File: config.mk
export PLATFORM = sky130hd
export DESIGN_NAME = sap1_controller_sequencer
export DESIGN_NICKNAME = d
export VERILOG_FILES = /design/src/rtl/sap1_controller_sequencer.sv
export SDC_FILE = /design/constraint.sdc
export NUM_CORES = 1
export LEC_CHECK = 0
export ABC_CLOCK_PERIOD_IN_PS = 3400
export BUFFER_PORTS_ARGS = -buffer_cell sky130_fd_sc_hd__buf_2
export CORE_MARGIN = 8
export CORE_UTILIZATION = 30
export CTS_BUF_LIST = sky130_fd_sc_hd__clkbuf_16
export CTS_CLUSTER_DIAMETER = 200
export DETAILED_ROUTE_END_ITERATION = 10
export GPL_TIMING_DRIVEN = 0
export SLEW_MARGIN = 5
export SYNTH_ARGS = -nofsm -noshare
export SYNTH_HDL_FRONTEND = slang
export SYNTH_SLANG_ARGS = --single-unit
File: constraint.sdc
create_clock -name clock -period 3.4 [get_ports clock]
set_clock_uncertainty 0.1 [all_clocks]
set_input_delay 0.68 -clock clock [delete_from_list [all_inputs] [get_ports clock]]
set_output_delay 0.68 -clock clock [all_outputs]
set_load 0.02 [all_outputs]
File: src/rtl/sap1_controller_sequencer.sv
// SAP-1 controller-sequencer: six-state ring counter (T1..T6) with opcode decode.
// The ring moves on the falling edge, so control lines are settled before the rising-edge loads.
module sap1_controller_sequencer #(
    parameter logic [3:0] OP_LDA = 4'b0000,
    parameter logic [3:0] OP_ADD = 4'b0001,
    parameter logic [3:0] OP_SUB = 4'b0010,
    parameter logic [3:0] OP_OUT = 4'b1110,
    parameter logic [3:0] OP_HLT = 4'b1111
) (
    input  logic       clock,
    input  logic       clear,
    input  logic [3:0] opcode,
    output logic       clear_n,
    output logic       cp,
    output logic       ep,
    output logic       lm_n,
    output logic       ce_n,
    output logic       li_n,
    output logic       ei_n,
    output logic       la_n,
    output logic       ea,
    output logic       su,
    output logic       eu,
    output logic       lb_n,
    output logic       lo_n,
    output logic [5:0] t_state,
    output logic       halted
);

    typedef enum logic [5:0] {
        T1 = 6'b000001,
        T2 = 6'b000010,
        T3 = 6'b000100,
        T4 = 6'b001000,
        T5 = 6'b010000,
        T6 = 6'b100000
    } ring_t;

    typedef struct packed {
        logic cp;
        logic ep;
        logic lm_n;
        logic ce_n;
        logic li_n;
        logic ei_n;
        logic la_n;
        logic ea;
        logic su;
        logic eu;
        logic lb_n;
        logic lo_n;
    } ctrl_t;

    localparam ctrl_t CTRL_IDLE = 12'b0011_1110_0011;

    ring_t      ring;
    logic [3:0] op_q;
    ctrl_t      ctrl;
    logic       is_lda;
    logic       is_arith;
    logic       is_out;

    // Halt parks the ring at T5 with the halt flag set; only clear releases it.
    always_ff @(negedge clock) begin
        if (clear) begin
            ring   <= T1;
            halted <= 1'b0;
            op_q   <= OP_LDA;
        end else if (!halted) begin
            case (ring)
                T1: ring <= T2;
                T2: ring <= T3;
                T3: begin
                    ring <= T4;
                    op_q <= opcode;
                end
                T4: begin
                    ring <= T5;
                    if (op_q == OP_HLT) halted <= 1'b1;
                end
                T5: ring <= T6;
                T6: ring <= T1;
                default: ring <= T1;
            endcase
        end
    end

    assign is_lda   = (op_q == OP_LDA);
    assign is_arith = (op_q == OP_ADD) || (op_q == OP_SUB);
    assign is_out   = (op_q == OP_OUT);

    always_comb begin
        ctrl = CTRL_IDLE;
        if (!halted) begin
            case (ring)
                T1: begin
                    ctrl.ep   = 1'b1;
                    ctrl.lm_n = 1'b0;
                end
                T2: ctrl.cp = 1'b1;
                T3: begin
                    ctrl.ce_n = 1'b0;
                    ctrl.li_n = 1'b0;
                end
                T4: begin
                    if (is_lda || is_arith) begin
                        ctrl.ei_n = 1'b0;
                        ctrl.lm_n = 1'b0;
                    end else if (is_out) begin
                        ctrl.ea   = 1'b1;
                        ctrl.lo_n = 1'b0;
                    end
                end
                T5: begin
                    if (is_lda) begin
                        ctrl.ce_n = 1'b0;
                        ctrl.la_n = 1'b0;
                    end else if (is_arith) begin
                        ctrl.ce_n = 1'b0;
                        ctrl.lb_n = 1'b0;
                    end
                end
                T6: begin
                    if (is_arith) begin
                        ctrl.eu   = 1'b1;
                        ctrl.la_n = 1'b0;
                        ctrl.su   = (op_q == OP_SUB);
                    end
                end
                default: ;
            endcase
        end
    end

    assign clear_n = ~clear;
    assign cp      = ctrl.cp;
    assign ep      = ctrl.ep;
    assign lm_n    = ctrl.lm_n;
    assign ce_n    = ctrl.ce_n;
    assign li_n    = ctrl.li_n;
    assign ei_n    = ctrl.ei_n;
    assign la_n    = ctrl.la_n;
    assign ea      = ctrl.ea;
    assign su      = ctrl.su;
    assign eu      = ctrl.eu;
    assign lb_n    = ctrl.lb_n;
    assign lo_n    = ctrl.lo_n;
    assign t_state = ring;

    bus_single_driver: assert property (@(posedge clock) disable iff (clear)
        $onehot0({ep, ~ce_n, ~ei_n, ea, eu}));

endmodule
Yosys cells after proc, flatten, opt, wreduce, memory -nomap -nowiden
Cells that the tools add are included.

storage, ports and cells
  input bits = 6
  register bits = 11
  word-level logic and storage cells = 45
  output and inout port bits = 20

operators by class
  reduce and logical (&&, ||, !) cells = 4
  multiplexer cells = 26
  bitwise operators = 2
  equality and inequality tests = 10

operator list
  kind                  count
  $pmux W6 S5           1
  $mux W1               19
  $mux W12              1
  $eq A4 B4 Y1 const B  2
  $eq A6 B1 Y1 const B  1
  $eq A6 B2 Y1 const B  1
  $eq A6 B3 Y1 const B  1
  $eq A6 B4 Y1 const B  1
  $eq A6 B5 Y1 const B  1
  $eq A6 B6 Y1 const B  1
  $pmux W1 S2           3
  $eq A4 B1 Y1 const B  1
  $eq A4 B2 Y1 const B  1
  $logic_not A4 Y1      1
  $mux W2               2
  $logic_or A1 B1 Y1    2
  $not A1 Y1            2
  $reduce_and A2 Y1     1

Logic depth before layout (Yosys ltp)
Gate-level depths: netlist of run 1.

  depth in word-level cells = 6
  mapped depth = 4
  depth with buffers taken out = 3

==> results.md, run 1 <==
* Reg clk slew, reported paths at roughly 30 ps
* PD cells at 405 nW/um^2
* Mux cell area share after synthesis at 0%
* Switching part of the total at 31.1%
* Tot Pwr at 0.559 mW
* Sequential fraction of the synthesis area at ~28%
* Cells after Synth at between 90 and 100
* Slew margin rel. at 69.8%
* Status: complete, but fails checks
* Initial core utilization at a little under a third
* P&R area growth vs syn at 77.9%
* Syn_nets at 104
* Xor and xnor area share after synthesis at 2.26%
* Routed Antenna Nets at 0
* Die width at around 67 microns
* Share of cells above drive strength 1 at approximately 50%
* Final setup fails at 12
* Slew Viols, Final at 0
* Synth top area cells: dfxtp_1 (28%), nand3b_1 (5.8%), a21oi_1 (5.2%)
* Largest net degree at the start of global routing at 11
* Final Util at between 50% and 60%
* Max FO, Critical Path at 8
* Internal power at 0.385 mW
* Hold Vio Cnt, Final at 0
* CP Data Arrival Time at about 3500 ps
* Post-synthesis compound-gate area fraction at between 10% and 20%
* Drt pass-1 iters at 4
* Htree depth at 1
* CTS tree: done
* NetSw at between 0.15 and 0.2 mW
* Top_reg_cell synth: dfxtp_1
* GRT Residual Overflow at 0
* Clk Latency, worst-skew pair at approximately 330 ps
* RSZ-0062 raised after global routing: yes
* Count of cell types in the netlist at 36
* Total CTS buffers at 3
* Sink Count at 11
* Tightest Hold Check Type: flop to flop
* Diodes inserted at 0
* Largest family of logic cells by synthesized area: simple AND/OR/NAND/NOR gates
* Longest Clk Path Bufs at 2
* Clock power share at a little under half
* R2R Setup Slk at about 1700 ps
* Ys Warns at 0
* P_leak at ~0.59 nW
* Rows at 18
* Hold Path End: t_state[3]
* Hold Path Origin: t_state[3]
* Core box area at roughly 2500 sq um
* Die area at between 4000 and 5000 sq um
* CP Data Required Time at approximately 2600 ps
* Failing checks: negative setup slack
* Post-Synth Simple-Gate Area at 42.9%
* Post-synth EDFFs at 0
* Setup CP Type: flop to primary output
* Synthesis-stage register bit count at 11
* DRC viols at 0
* MaxCap Viol Count at 0
* Reg power frac at between 20 and 30%
* Post-synth top area cell: dfxtp_1
* Layout net count at approximately 150
* First-pass GRT wire length at approximately 4300 microns
* Crit path launch type: flop
* Ys async rst share at 0%
* Routed Wire Length at roughly 2600 microns
* Synth top area share at approximately 28%
* Dpl ws at -610 ps
* Gp weighted congestion at approximately 0.82
* RR Endpoint: op_q[1]
* Combinational share of power at between 20% and 30%
* Worst r2r path cells at 5
* # port buffers at 25
* # IOs at 26
* Tightest Pin Transition at roughly 450 ps
* CTS root buf: clkbuf_16
* VDD IR max at about 350 uV
* Via count at approximately 900
* Setup crit end kind: primary output
* Cts hold-fix bufs at 0
* Placed Cells at between 150 and 200
* DP HPWL at roughly 1700 microns
* Vias per cell at 5.29
* WHS Path Cells at 2
* Initial antenna violation count at 0
* Vias in the first global route at 920
* Mean Syn Cell Area at slightly below 8 sq um
* Final cell count without fillers at roughly 180
* Post-route setup slack at -842 ps
* Reg-to-Reg Start: t_state[1]
* Synthesized area at 776 sq um
* DR iter-0 viols at 25
* Gr usage total at around an eighth
* Post-Synth Adder-Cell Area at 0%
* WL/cell at about 15 microns
* Die H at approximately 67 microns
## cells in the final DEF, fill, tap and decap left out, types with 2 or more instances in the layout
| cell | Yosys | routed |
|---|---|---|
| and2_1 | 4 | 3 |
| nor4_4 | 0 | 3 |
| inv_1 | 4 | 14 |
| buf_2 | 1 | 13 |
| dfxtp_4 | 0 | 3 |
| clkbuf_16 | 0 | 4 |
| a21oi_1 | 8 | 8 |
| dfxtp_1 | 11 | 6 |
| nand2_1 | 7 | 6 |
| buf_4 | 0 | 13 |
| dfxtp_2 | 0 | 2 |
| clkbuf_2 | 0 | 3 |
| a21o_1 | 2 | 2 |
| o31ai_1 | 5 | 4 |
| buf_6 | 1 | 9 |
| clkbuf_1 | 7 | 2 |
| nor4b_4 | 0 | 2 |
| nand4b_1 | 4 | 4 |
| xor2_1 | 2 | 2 |
| nand3b_1 | 6 | 6 |
| nor2b_1 | 4 | 3 |
| nor3b_2 | 0 | 2 |
| nor3_4 | 0 | 2 |
| nand3_1 | 3 | 2 |
## per-layer routing
| layer | share of wire [%] | vias to the layer above | GRT usage, % |
|---|---|---|---|
| met3 | 4.7 | 4 | 5.03 |
| met5 | 0 | - | 0 |
| met4 | 0.39 | 0 | 6.27 |
| li1 | - | 462 | - |
| met2 | 50 | 21 | 17.8 |
| met1 | 45 | 438 | 14.9 |
## worst max-delay path by stage
stage | from | end
after global routing | t_state[1] | la_n
after global placement | t_state[0] | ea
after floorplan | t_state[1] | li_n
after CTS | t_state[2] | la_n
final | t_state[1] | li_n
after detailed placement | t_state[2] | li_n
## sequential cells by signal (all words and copies together) (netlist names)
register  flops
t_state       6
halted        1
op_q          4
## cell type report
cell class | count | area (sq um)
Buffer | 7 | 62.6
Clock buffer | 3 | 75.1
Clock inverter | 12 | 45.0
Fill cell | 221 | 1070
Inverter | 3 | 11.3
Multi-Input combinational cell | 74 | 651
Sequential cell | 11 | 234
Tap cell | 30 | 37.5
Timing Repair Buffer | 35 | 264
## synthesized netlist by cell type, types with 2 or more instances
library cell / count
a21o_1: 2
a21oi_1: 8
and2_1: 4
and4b_1: 2
clkbuf_1: 7
dfxtp_1: 11
inv_1: 4
nand2_1: 7
nand3_1: 3
nand3b_1: 6
nand4b_1: 4
nor2_1: 3
nor2b_1: 4
nor3_1: 3
nor3b_1: 2
nor4_1: 2
nor4b_1: 2
o31ai_1: 5
xor2_1: 2
## cells by family (layout without fill, tap and decap cells)
kind of cell / after synthesis / after routing
buf+inv: 13 / 60
compound gates: 22 / 22
simple gates: 50 / 50
flops: 11 / 11
xor+xnor: 2 / 2
## per-stage QoR
stage | area (sq um) | TNS, ps | hold WS, ps
after CTS | 1330 | -8630 | 447
after global placement | 1060 | -5950 | 454
after floorplan | 895 | -4230 | 409
after detailed placement | 1060 | -5870 | 460
after global routing | 1380 | -9530 | 468
final | 1380 | -8510 | 448
## power by group through the flow
stage	clock network (mW)	logic [mW]	registers (mW)
floorplan	0.0217	0.0721	0.147
global placement	0.0217	0.105	0.141
detailed placement	0.0217	0.105	0.142
CTS	0.274	0.145	0.141
global route	0.295	0.162	0.143
finish	0.267	0.151	0.141
## worst max-delay path: stages (launching register included)
cell	delay (ps)
dfxtp_2	310
buf_8	140
or4b_4	490
or3_4	360
buf_6	140
## repair_timing
action                                  CTS  global route
gates resized for setup                  32             8
setup buffers                             6             4
gates cloned                              0             0
endpoints found under the setup margin   14            14
pin swaps                                11             2
Note: power is estimated with default switching activity, not from simulation.
==> inputs of run 2 (changes only) <==
CORE_MARGIN = not set   (was 8)
==> results.md, run 2 (synthesized netlist as in run 1, its figures left out) <==
* Clock power share at 52.7% (was 47.8%)
* Share of cells above drive strength 1 at 52.7% (was 50.3%)
* RSZ-0062 raised after global routing: yes (unchanged)
* Worst hold slack at 455 ps (was 448 ps)
* Slowest CP cell: or4b_4 (unchanged)
* Cell Chain, Critical Path: buf_6 > or4b_4 > or3_4 > buf_6 (was buf_8 > or4b_4 > or3_4 > buf_6)
* Largest net degree at the start of global routing at 11 (unchanged)
* Core box area at 2450 sq um (unchanged)
* Setup CP Type: flop to primary output (unchanged)
* Routed Antenna Nets at 0 (unchanged)
* Reg-to-Reg Start: t_state[1] (unchanged)
* Reg power frac at 21.8% (was 25.3%)
* Commonest non-fill, non-tap cell in the layout: buf_4 (was inv_1)
* Reg clk slew, reported paths at 40 ps (was 30 ps)
* Tightest Pin Transition at 474 ps (was 453 ps)
* Rows at 18 (unchanged)
* Final setup fails at 13 (was 12)
* Combinational share of power at 25.5% (was 27.0%)
* Hold Vio Cnt, Final at 0 (unchanged)
* DRC viols at 0 (unchanged)
* Crit path launch type: flop (unchanged)
* Die area at 2790 sq um (was 4470 sq um)
* Max FO, Critical Path at 5 (was 8)
* CP Data Required Time at 2620 ps (about the same)
* Longest Clk Path Bufs at 2 (unchanged)
* Htree depth at 1 (unchanged)
* CTS root buf: clkbuf_16 (unchanged)
* GRT Residual Overflow at 0 (unchanged)
* P&R area growth vs syn at 88.7% (was 77.9%)
* Max FFs per register at 6 (unchanged)
* Slew Viols, Final at 0 (unchanged)
* Status: complete, but fails checks (unchanged)
* Vias per cell at 5.30 (was 5.29)
* Hold Path Origin: t_state[3] (unchanged)
* MaxCap Viol Count at 0 (unchanged)
* Commonest non-fill, non-tap cells in the layout: buf_4 (16), buf_6 (14), inv_1 (13), buf_2 (13), a21oi_1 (8) (was inv_1 (14), buf_2 (13), buf_4 (13))
* Tightest Hold Check Type: flop to flop (unchanged)
* Die H at 52.9 microns (was 66.9 microns)
* Final Util at 59.6% (was 56.2%)
* Post-route setup slack at -838 ps (was -842 ps)
* WL/cell at 14.0 microns (was 14.7 microns)
* VDD IR max at 364 uV (was 348 uV)
* Switching part of the total at 27.6% (was 31.1%)
* # IOs at 26 (unchanged)
* Routed Wire Length at 2520 microns (was 2570 microns)
* Vias in the first global route at 887 (was 920)
* Layout net count at 157 (was 152)
* CP Data Arrival Time at 3460 ps (about the same)
* Internal power at 0.474 mW (was 0.385 mW)
* Worst r2r path cells at 5 (unchanged)
* CP endpoint: li_n (unchanged)
* NetSw at 0.180 mW (was 0.174 mW)
* Initial antenna violation count at 0 (unchanged)
* CP max stage delay at 490 ps (about the same)
* Initial core utilization at 31.6% (unchanged)
* Placed Cells at 153 (unchanged)
* # port buffers at 25 (unchanged)
* Gr usage total at 19.1% (was 12.2%)
* Crit path launch: t_state[1] (unchanged)
* Final cell count without fillers at 180 (was 175)
* CTS tree: done (unchanged)
* Tot Pwr at 0.654 mW (was 0.559 mW)
* Total CTS buffers at 3 (unchanged)
* Die width at 52.9 microns (was 66.9 microns)
* Slew margin rel. at 68.4% (was 69.8%)
* PD cells at 447 nW/um^2 (was 405 nW/um^2)
* Via count at 954 (was 925)
* Drt pass-1 iters at 4 (unchanged)
* FILL cells at 227 (was 221)
* RR Endpoint: op_q[2] (was op_q[1])
* P_leak at 0.622 nW (was 0.585 nW)
* DR iter-0 viols at 19 (was 25)
* Gp weighted congestion at 0.792 (was 0.822)
* Failing checks: negative setup slack (unchanged)
* Clk Latency, worst-skew pair at 320 ps (was 330 ps)
* DP HPWL at 1560 microns (was 1700 microns)
* R2R Setup Slk at 1750 ps (was 1740 ps)
* Diodes inserted at 0 (unchanged)
* Setup crit end kind: primary output (unchanged)
* Top cell by count, worst path: buf_6
* Sink Count at 11 (unchanged)
* First-pass GRT wire length at 3900 microns (was 4330 microns)
-- run 2: critical path: cells and delay by family, from the launching register on --
| kind | cells | cell delay (ps) |
|---|---|---|
| buf+inv | 2 | 270 |
| flops | 1 | 310 |
| simple gates | 2 | 850 |
-- run 2: final cells by class --
cell class | instances | area, sq um | share of cell area, %
Multi-Input combinational cell | 74 | 662 | 45.2
Inverter | 3 | 11.3 | 0.769
Tap cell | 30 | 37.5 | 2.56
Clock buffer | 3 | 75.1 | 5.13
Buffer | 7 | 62.6 | 4.27
Sequential cell | 11 | 231 | 15.8
Clock inverter | 12 | 71.3 | 4.87
Timing Repair Buffer | 40 | 313 | 21.4
-- run 2: metal layers --
layer	part of all wire [%]	wire length [microns]	GRT usage, %	up-vias
met5	0	0	0	-
met4	1.3	32	10.1	0
met3	3.9	98	5.17	5
met2	50	1250	28.3	28
met1	45	1140	24.9	453
li1	-	-	-	468
-- run 2: metrics by stage --
| stage | setup TNS [ps] | instance area [sq um] | setup WS (ps) |
|---|---|---|---|
| after CTS | -8770 | 1380 | -861 |
| after global placement | -5910 | 1060 | -603 |
| after detailed placement | -5850 | 1060 | -607 |
| final | -8340 | 1460 | -838 |
| after floorplan | -4230 | 895 | -486 |
| after global routing | -9330 | 1460 | -888 |
-- run 2: worst min-delay path by stage --
stage / end / slack, ps / cells after the start
3_5_place_dp: op_q[3] / 460 / 2
5_1_grt: t_state[3] / 490 / 2
2_1_floorplan: op_q[0] / 410 / 2
6_report: t_state[3] / 460 / 2
3_3_place_gp: op_q[3] / 450 / 2
4_1_cts: t_state[3] / 450 / 2
-- run 2: timing repair --
action / in CTS / in global routing
hold endpoints to repair: 0 / 0
gates resized for setup: 30 / 22
hold buffers: 0 / 0
setup buffers: 10 / 5
endpoints found under the setup margin: 14 / 15
gates cloned: 1 / 0
pin swaps: 9 / 6
-- run 2: power by group through the flow --
stage	registers, mW	logic [mW]	clock network [mW]
after detailed placement	0.142	0.104	0.0217
after CTS	0.139	0.142	0.355
after floorplan	0.147	0.0721	0.0217
after global routing	0.143	0.177	0.371
final	0.142	0.167	0.345
after global placement	0.141	0.104	0.0217
==> inputs of run 3 (changes only) <==
ABC_CLOCK_PERIOD_IN_PS = 4700   (was 3400)
SKIP_CTS_REPAIR_TIMING = 1   (was not set)
clock period = 4.7 ns   (was 3.4 ns; I/O delays follow)
==> results.md, run 3 (synthesized netlist as in run 1, its figures left out) <==
* Status: complete, but fails checks (unchanged)
* Failing checks: negative setup slack (unchanged)
* Multi-input gate area in the final layout at 649 sq um (was 662 sq um)
* Drt pass-1 iters at 4 (unchanged)
* MaxCap Viol Count at 0 (unchanged)
* Worst hold slack at 473 ps (was 455 ps)
* P&R area growth vs syn at 71.3% (was 88.7%)
* VDD IR max at 226 uV (was 364 uV)
* Placed Cells at 153 (unchanged)
* Slew margin rel. at 69.5% (was 68.4%)
* Final setup fails at 12 (was 13)
* DRC viols at 0 (unchanged)
* First-pass GRT wire length at 3460 microns (was 3900 microns)
* Clock power share at 48.9% (was 52.7%)
* Post-route setup slack at -476 ps (was -838 ps)
* # IOs at 26 (unchanged)
* Reg-to-Reg Start: t_state[2] (was t_state[1])
* Vias in the first global route at 805 (was 887)
* Slew Viols, Final at 0 (unchanged)
* Routed Wire Length at 2270 microns (was 2520 microns)
* # port buffers at 25 (unchanged)
* Hold Vio Cnt, Final at 0 (unchanged)
* CTS tree: done (unchanged)
* Switching part of the total at 30.2% (was 27.6%)
* Final cell count without fillers at 172 (was 180)
* Die area at 2790 sq um (unchanged)
* NetSw at 0.116 mW (was 0.180 mW)
* Gr usage total at 16.7% (was 19.1%)
* Gp weighted congestion at 0.746 (was 0.792)
* Vias per cell at 5.31 (was 5.30)
* RSZ-0062 raised after global routing: yes (unchanged)
* Dpl ws at -218 ps (was -607 ps)
* Tightest Hold Check Type: flop to flop (unchanged)
* Share of cells above drive strength 1 at 45.8% (was 52.7%)
* Commonest non-fill, non-tap cells in the layout: buf_2 (18), inv_1 (15), buf_4 (8), a21oi_1 (8), buf_6 (8) (was buf_4 (16), buf_6 (14), inv_1 (13), buf_2 (13), a21oi_1 (8))
* DP HPWL at 1510 microns (was 1560 microns)
* Core box area at 2450 sq um (unchanged)
* Max FO, Critical Path at 6 (was 5)
* CP endpoint: li_n (unchanged)
* Routed Antenna Nets at 0 (unchanged)
* Worst r2r path cells at 5 (unchanged)
* Rows at 18 (unchanged)
* Reg power frac at 27.5% (was 21.8%)
* Longest Clk Path Bufs at 2 (unchanged)
* Sink Count at 11 (unchanged)
* R2R Setup Slk at 3070 ps (was 1750 ps)
* DR iter-0 viols at 22 (was 19)
* Initial core utilization at 31.6% (unchanged)
* WL/cell at 13.2 microns (was 14.0 microns)
* Crit path launch: t_state[2] (was t_state[1])
* Setup crit end kind: primary output (unchanged)
* FILL cells at 213 (was 227)
* Cell area after layout at 1330 sq um (was 1460 sq um)
* Total CTS buffers at 3 (unchanged)
* Initial antenna violation count at 0 (unchanged)
* Die width at 52.9 microns (unchanged)
* Layout net count at 149 (was 157)
* Setup CP Type: flop to primary output (unchanged)
* CP Data Required Time at 3660 ps (was 2620 ps)
* Htree depth at 1 (unchanged)
* Seq. cell area at 231 sq um (unchanged)
* Setup TNS at -4040 ps (was -8340 ps)
* Final Util at 54.1% (was 59.6%)
* Area post-placement at 1050 sq um (was 1060 sq um)
* P_leak at 0.568 nW (was 0.622 nW)
* RR Endpoint: t_state[0] (was op_q[2])
* Largest net degree at the start of global routing at 11 (unchanged)
* Max FFs per register at 6 (unchanged)
* Crit path launch type: flop (unchanged)
* Die H at 52.9 microns (unchanged)
* Combinational share of power at 23.6% (was 25.5%)
* CTS root buf: clkbuf_16 (unchanged)
* Diodes inserted at 0 (unchanged)
* PD cells at 289 nW/um^2 (was 447 nW/um^2)
* Tightest Pin Transition at 457 ps (was 474 ps)
* Clk Latency, worst-skew pair at 320 ps (about the same)
* GRT Residual Overflow at 0 (unchanged)
* Internal power at 0.268 mW (was 0.474 mW)
* Tot Pwr at 0.384 mW (was 0.654 mW)
* Commonest non-fill, non-tap cell in the layout: buf_2 (was buf_4)
* CP Data Arrival Time at 4140 ps (was 3460 ps)
* Reg clk slew, reported paths at 30 ps (was 40 ps)
* Via count at 913 (was 954)
* WHS Path Cells at 2 (unchanged)
## run 3: final cells by class
type | count | area share, %
Multi-Input combinational cell | 74 | 48.9
Timing Repair Buffer | 33 | 17.9
Inverter | 3 | 0.847
Clock inverter | 12 | 3.39
Sequential cell | 11 | 17.4
Clock buffer | 3 | 5.65
Buffer | 6 | 3.11
Tap cell | 30 | 2.82
## run 3: critical path: stages, from the launching register on
cell     delay, ps
dfxtp_4        390
or4b_4         520
or3_4          400
buf_2          170
## run 3: power groups by stage
stage | combinational, mW | clock [mW] | sequential [mW]
after global placement | 0.0739 | 0.0157 | 0.102
after global routing | 0.0964 | 0.202 | 0.106
after detailed placement | 0.0738 | 0.0157 | 0.102
final | 0.0905 | 0.188 | 0.106
after CTS | 0.0744 | 0.191 | 0.101
after floorplan | 0.0513 | 0.0157 | 0.107
## run 3: layer usage
| metal | GRT usage [%] | vias up | wire (microns) |
|---|---|---|---|
| met4 | 8.33 | 0 | 14 |
| met5 | 0 | - | 0 |
| li1 | - | 450 | - |
| met3 | 4.02 | 2 | 90 |
| met2 | 27.0 | 29 | 1120 |
| met1 | 20.5 | 432 | 1040 |
## run 3: how the worst min path moves through the flow
stage / slack [ps] / to / from
after detailed placement: 460 / op_q[0] / op_q[0]
after floorplan: 410 / op_q[0] / op_q[0]
after global routing: 490 / t_state[3] / t_state[3]
after global placement: 450 / op_q[3] / op_q[3]
after CTS: 460 / op_q[0] / op_q[0]
final: 470 / t_state[3] / t_state[3]
